--- config.mk ---
export PLATFORM = sky130hd
export DESIGN_NAME = hazard_ctrl
export DESIGN_NICKNAME = d
export VERILOG_FILES = /design/src/rtl/hazard_ctrl.sv
export SDC_FILE = /design/constraint.sdc
export NUM_CORES = 1
export LEC_CHECK = 0
export CELL_PAD_IN_SITES_DETAIL_PLACEMENT = 1
export CELL_PAD_IN_SITES_GLOBAL_PLACEMENT = 1
export CORE_UTILIZATION = 33
export DETAILED_ROUTE_END_ITERATION = 12
export GPL_TIMING_DRIVEN = 0
export PLACE_DENSITY_LB_ADDON = 0.08
export SYNTH_ARGS = -nofsm -noshare
export SYNTH_HDL_FRONTEND = slang
export SYNTH_SLANG_ARGS = --single-unit
--- constraint.sdc ---
create_clock -name clk -period 2.3 [get_ports clk]
set_clock_uncertainty 0.1 [all_clocks]
set_input_delay 0.345 -clock clk [delete_from_list [all_inputs] [get_ports clk]]
set_output_delay 0.345 -clock clk [all_outputs]
set_load 0.005 [all_outputs]
--- src/rtl/hazard_ctrl.sv ---
// Pipeline hazard controller: memory-wait FSM with timeout, jump flush, load-use
// stall, operand forwarding and saturating stall/flush performance counters.
module hazard_ctrl (
  input  logic        clk,
  input  logic        rst,
  input  logic [4:0]  id_rs1,
  input  logic [4:0]  id_rs2,
  input  logic        id_use1,
  input  logic        id_use2,
  input  logic [4:0]  ex_rs1,
  input  logic [4:0]  ex_rs2,
  input  logic [4:0]  ex_rd,
  input  logic        ex_memRead,
  input  logic        ex_regW,
  input  logic [4:0]  mem_rd,
  input  logic        mem_regW,
  input  logic        mem_memRead,
  input  logic        mem_memWrite,
  input  logic [4:0]  wb_rd,
  input  logic        wb_regW,
  input  logic        jump_taken,
  input  logic        dmem_ack,
  output logic        pc_en,
  output logic        ifid_en,
  output logic        idex_en,
  output logic        exme_en,
  output logic        memwb_en,
  output logic        ifid_flush,
  output logic        idex_flush,
  output logic        exme_flush,
  output logic        memwb_flush,
  output logic        pc_sel,
  output logic        dmem_req,
  output logic [1:0]  fwdA,
  output logic [1:0]  fwdB,
  output logic        bus_err,
  output logic [15:0] stall_cnt,
  output logic [15:0] flush_cnt
);

  typedef enum logic [1:0] {ST_RUN, ST_MEM_WAIT, ST_ERR} state_t;

  state_t      r_state;
  state_t      w_state_next;
  logic [7:0]  r_wait_cnt;
  logic [15:0] r_stall_cnt;
  logic [15:0] r_flush_cnt;

  logic w_mem_acc;
  logic w_mstall;
  logic w_jump_flush;
  logic w_load_use;
  logic w_unused;

  // A load always writes its destination, so the EX write flag adds nothing here.
  assign w_unused  = ex_regW;
  assign w_mem_acc = mem_memRead | mem_memWrite;
  assign dmem_req  = ((r_state == ST_RUN) & w_mem_acc) | (r_state == ST_MEM_WAIT);
  assign w_mstall  = dmem_req & ~dmem_ack;
  assign w_jump_flush = (r_state != ST_ERR) & ~w_mstall & jump_taken;
  assign w_load_use = ex_memRead & (ex_rd != 5'd0) &
                      ((id_use1 & (id_rs1 == ex_rd)) | (id_use2 & (id_rs2 == ex_rd)));

  assign bus_err   = (r_state == ST_ERR);
  assign stall_cnt = r_stall_cnt;
  assign flush_cnt = r_flush_cnt;

  always_comb begin
    w_state_next = r_state;
    case (r_state)
      ST_RUN: begin
        if (w_mstall) w_state_next = ST_MEM_WAIT;
      end
      ST_MEM_WAIT: begin
        if (dmem_ack)                 w_state_next = ST_RUN;
        else if (r_wait_cnt == 8'd254) w_state_next = ST_ERR;
      end
      ST_ERR:  w_state_next = ST_ERR;
      default: w_state_next = ST_RUN;
    endcase
  end

  // Priority: error > memory stall > jump > load-use.
  always_comb begin
    pc_en       = 1'b1;
    ifid_en     = 1'b1;
    idex_en     = 1'b1;
    exme_en     = 1'b1;
    memwb_en    = 1'b1;
    ifid_flush  = 1'b0;
    idex_flush  = 1'b0;
    exme_flush  = 1'b0;
    memwb_flush = 1'b0;
    pc_sel      = 1'b0;
    if (r_state == ST_ERR) begin
      pc_en    = 1'b0;
      ifid_en  = 1'b0;
      idex_en  = 1'b0;
      exme_en  = 1'b0;
      memwb_en = 1'b0;
    end else if (w_mstall) begin
      pc_en       = 1'b0;
      ifid_en     = 1'b0;
      idex_en     = 1'b0;
      exme_en     = 1'b0;
      memwb_flush = 1'b1;
    end else if (jump_taken) begin
      pc_sel     = 1'b1;
      ifid_flush = 1'b1;
      idex_flush = 1'b1;
      exme_flush = 1'b1;
    end else if (w_load_use) begin
      pc_en      = 1'b0;
      ifid_en    = 1'b0;
      idex_flush = 1'b1;
    end
  end

  always_comb begin
    fwdA = 2'b00;
    fwdB = 2'b00;
    if (mem_regW && (mem_rd != 5'd0) && (mem_rd == ex_rs1))     fwdA = 2'b10;
    else if (wb_regW && (wb_rd != 5'd0) && (wb_rd == ex_rs1))   fwdA = 2'b01;
    if (mem_regW && (mem_rd != 5'd0) && (mem_rd == ex_rs2))     fwdB = 2'b10;
    else if (wb_regW && (wb_rd != 5'd0) && (wb_rd == ex_rs2))   fwdB = 2'b01;
  end

  always_ff @(posedge clk or negedge rst) begin
    if (!rst) begin
      r_state     <= ST_RUN;
      r_wait_cnt  <= 8'd0;
      r_stall_cnt <= 16'd0;
      r_flush_cnt <= 16'd0;
    end else begin
      r_state <= w_state_next;
      if ((r_state == ST_RUN) && w_mstall)
        r_wait_cnt <= 8'd0;
      else if ((r_state == ST_MEM_WAIT) && !dmem_ack)
        r_wait_cnt <= r_wait_cnt + 8'd1;
      if (!pc_en && (r_stall_cnt != 16'hFFFF))
        r_stall_cnt <= r_stall_cnt + 16'd1;
      if (w_jump_flush && (r_flush_cnt != 16'hFFFF))
        r_flush_cnt <= r_flush_cnt + 16'd1;
    end
  end

endmodule

==> summary.md <==
| Metric | Value |
|---|---|
| Pre-CTS setup slack | `-0.760 ns` |
| Vias in the first global route | `2,299` |
| Via count | `roughly 2,200` |
| Syn Std Cell Area | `roughly 2400 sq um` |
| Clock sink count | `42` |
| Layout Utilization | `between 50% and 60%` |
| Die area | `roughly 7800 sq um` |
| WP data required | `between 1.5 and 2 ns` |
| Synth-to-Final Area Change | `56.7%` |
| Via density | `around 4.8` |
| Final min period | `roughly 2.3 ns` |
| HP Start | `dmem_ack` |
| Synth top area share | `43.0%` |
| GR Overflow Total | `0` |
| Total CTS buffers | `5` |
| Yosys Warn Count | `0` |
| Hold path endpoint | `r_state[0]` |
| Netlist cell types | `38` |
| # rows | `31` |
| Most frequent cells after synthesis | `dfrtp_1, xnor2_1, xor2_1` |
| CP Max Fanout | `3` |
| Synth top area cells | `dfrtp_1, xnor2_1, xor2_1` |
| Final Worst Setup Slack | `0.0376 ns` |
| Iter 0 DRT Violations | `75` |
| Main synth FF type | `dfrtp_1` |
| Final ANT Viol Nets | `0` |
| DR WL/cell | `approximately 15 microns` |
| Starting Density | `33.9%` |
| DRC violations left | `0` |
| Nets | `just over 400` |
| Top Layer Used | `met4` |
| Hold Path Cell Cnt | `4` |
| Final hold violation count | `0` |
| Worst R2R Start | `r_state[0]` |
| Initial antenna violation count | `0` |
| Synth Area per Inst | `around 10 sq um` |
| Status | `completed` |
| Routed length on met1 | `about 3000 microns` |
| HPWL after detailed placement | `about 5000 microns` |
| Synth async-reset ratio | `100%` |
| DRT Wirelength | `between 6000 and 7000 microns` |
| Max-slew violations | `0` |
| Max transition margin | `a little under two thirds` |
| VDD IR max | `approximately 0.46 mV` |
| Mapped Cells | `241` |
| Htree depth | `2` |
| Clk buf depth | `2` |
| First-pass GRT wire length | `11,000 microns` |
| R2R Path End | `stall_cnt[14]` |
| Crit Path Class | `primary input to output pin` |
| Number of diodes | `0` |
| DRT Pass-1 Iters | `2` |
| Reg clk slew, reported paths | `~0.09 ns` |
| Largest net degree at the start of global routing | `31` |
| Hold WS | `roughly 0.34 ns` |
| Global Route Usage Sum | `about 18%` |
| CTS tree | `yes` |
| EDFF count, synth | `0` |
| Design area | `about 3800 sq um` |
| Power Density | `slightly above 600 nW/um^2` |
| Post-Syn Nets | `around 290` |
| Core Region | `7210 sq um` |
| F_max | `442 MHz` |
| Buffers on Ports | `93` |
| IO Count | `95` |
| Gpl congestion | `about 0.77` |
| Worst path arrival time | `between 1.5 and 2 ns` |
| Leak | `around 1.7 nW` |
| Post-DP Area | `3520 sq um` |
| Final period util | `a little over nine tenths` |
| Top-count cell post-synth | `dfrtp_1` |
| Worst slew pin tran | `between 0.5 and 0.6 ns` |
| Met2 wire len | `approximately 3300 microns` |
| R2R depth | `8` |
| CP Capture Type | `output pin` |
| Crit path launch type | `primary input` |
| Min-Delay Path Class | `primary input to flop` |
| Met3 WL | `around 480 microns` |
| Die height | `88.1 microns` |
| R2r setup slk | `about 0.08 ns` |
| Cell taking the most area after synthesis | `dfrtp_1` |
| Synth Register Bits | `42` |
| Seq/Total Area, Yosys | `a little over two fifths` |
| Root Driver | `clkbuf_8` |
| Die span in x | `just under 90 microns` |
| Max-Cap Viols | `0` |
| Setup-failing EPs final | `0` |
| Layout cells sized above 1 | `about a fifth` |
| Clk_lat worst skew | `~0.3 ns` |
==> layout make-up <==
type / instances / area [sq um]
Tap cell: 99 / 124
Clock inverter: 2 / 13.8
Inverter: 3 / 11.3
Fill cell: 841 / 3380
Sequential cell: 42 / 1050
Multi-Input combinational cell: 191 / 1450
Timing Repair Buffer: 116 / 1070
Clock buffer: 6 / 72.6
Buffer: 4 / 33.8
==> critical path: stages <==
cell      delay (ns)
buf_4           0.13
or4_4           0.54
o21ai_4         0.16
nor2_2          0.07
a21boi_4        0.18
buf_6           0.12
buf_4           0.10
buf_6           0.08
buf_2           0.09
==> cell usage in the layout (no fill, tap or decap), types with 5 or more instances in the layout <==
master	count
clkbuf_8	5
xnor2_1	36
dlymetal6s2s_1	7
nand2_1	19
nand3_1	13
buf_2	6
nand4_1	16
dfrtp_1	40
dlygate4sd2_1	25
buf_4	22
xor2_1	27
o21ai_0	5
clkdlybuf4s50_1	47
nor2_2	5
nor2_1	17
==> cell families after synthesis <==
family / Yosys count / synth area share [%]
flip-flops: 42 / 43.0
AND/OR/NAND/NOR: 105 / 23.8
buffers and inverters: 8 / 2.15
XOR/XNOR: 64 / 23.2
adder cells (fa/ha/maj): 4 / 2.05
AO/OA/AOI/OAI: 17 / 5.32
multiplexers: 1 / 0.460
==> worst max path at each step <==
stage                       startpoint       endpoint  slack (ns)  depth (start not counted)
final                         ex_rd[4]          pc_en        0.04                          9
after global routing        r_state[1]          pc_en      -0.007                          8
after CTS                      wb_regW        fwdB[0]       -0.05                          5
after detailed placement     mem_rd[1]        fwdB[0]       -0.76                          6
after global placement       mem_rd[1]        fwdB[0]       -0.76                          6
after floorplan           flush_cnt[0]  flush_cnt[13]        0.26                          8
==> per-layer routing <==
metal | track usage, % | vias up
met5 | 0 | -
met4 | 5.28 | 0
met3 | 4.15 | 5
met2 | 30.9 | 71
met1 | 23.7 | 1060
li1 | - | 1082
==> where the power goes <==
part	total, W	switching (W)	internal [W]	leakage (nW)
Clock	0.000484	0.000269	0.000215	0.0452
Combinational	0.000789	0.000293	0.000496	1.11
Sequential	0.00106	0.000190	0.000869	0.532
Total	0.00233	0.000752	0.00158	1.68
==> sequential cells by signal, summed over array words and instances, names as in the netlist <==
| signal | count |
|---|---|
| flush_cnt | 16 |
| stall_cnt | 16 |
| r_wait_cnt | 8 |
| r_state | 2 |
==> repair_timing <==
item                                    4_1_cts  5_1_grt
endpoints found under the setup margin       16       25
pin swaps                                    25       15
endpoints found under the hold margin        12        0
gates resized for setup                      75       28
hold buffers                                  1        0
buffers inserted                             12        9
==> stage by stage <==
| step | total power (W) | TNS (ns) | instances |
|---|---|---|---|
| 6_report | 0.00233 | 0 | 463 |
| 4_1_cts | 0.00231 | -0.0470 | 455 |
| 5_1_grt | 0.00248 | -0.00923 | 463 |
| 3_5_place_dp | 0.00180 | -10.37 | 434 |
| 3_3_place_gp | 0.00176 | -26.25 | 433 |
| 2_1_floorplan | 0.00133 | 0 | 241 |
Note: power is estimated with default switching activity, not from simulation.
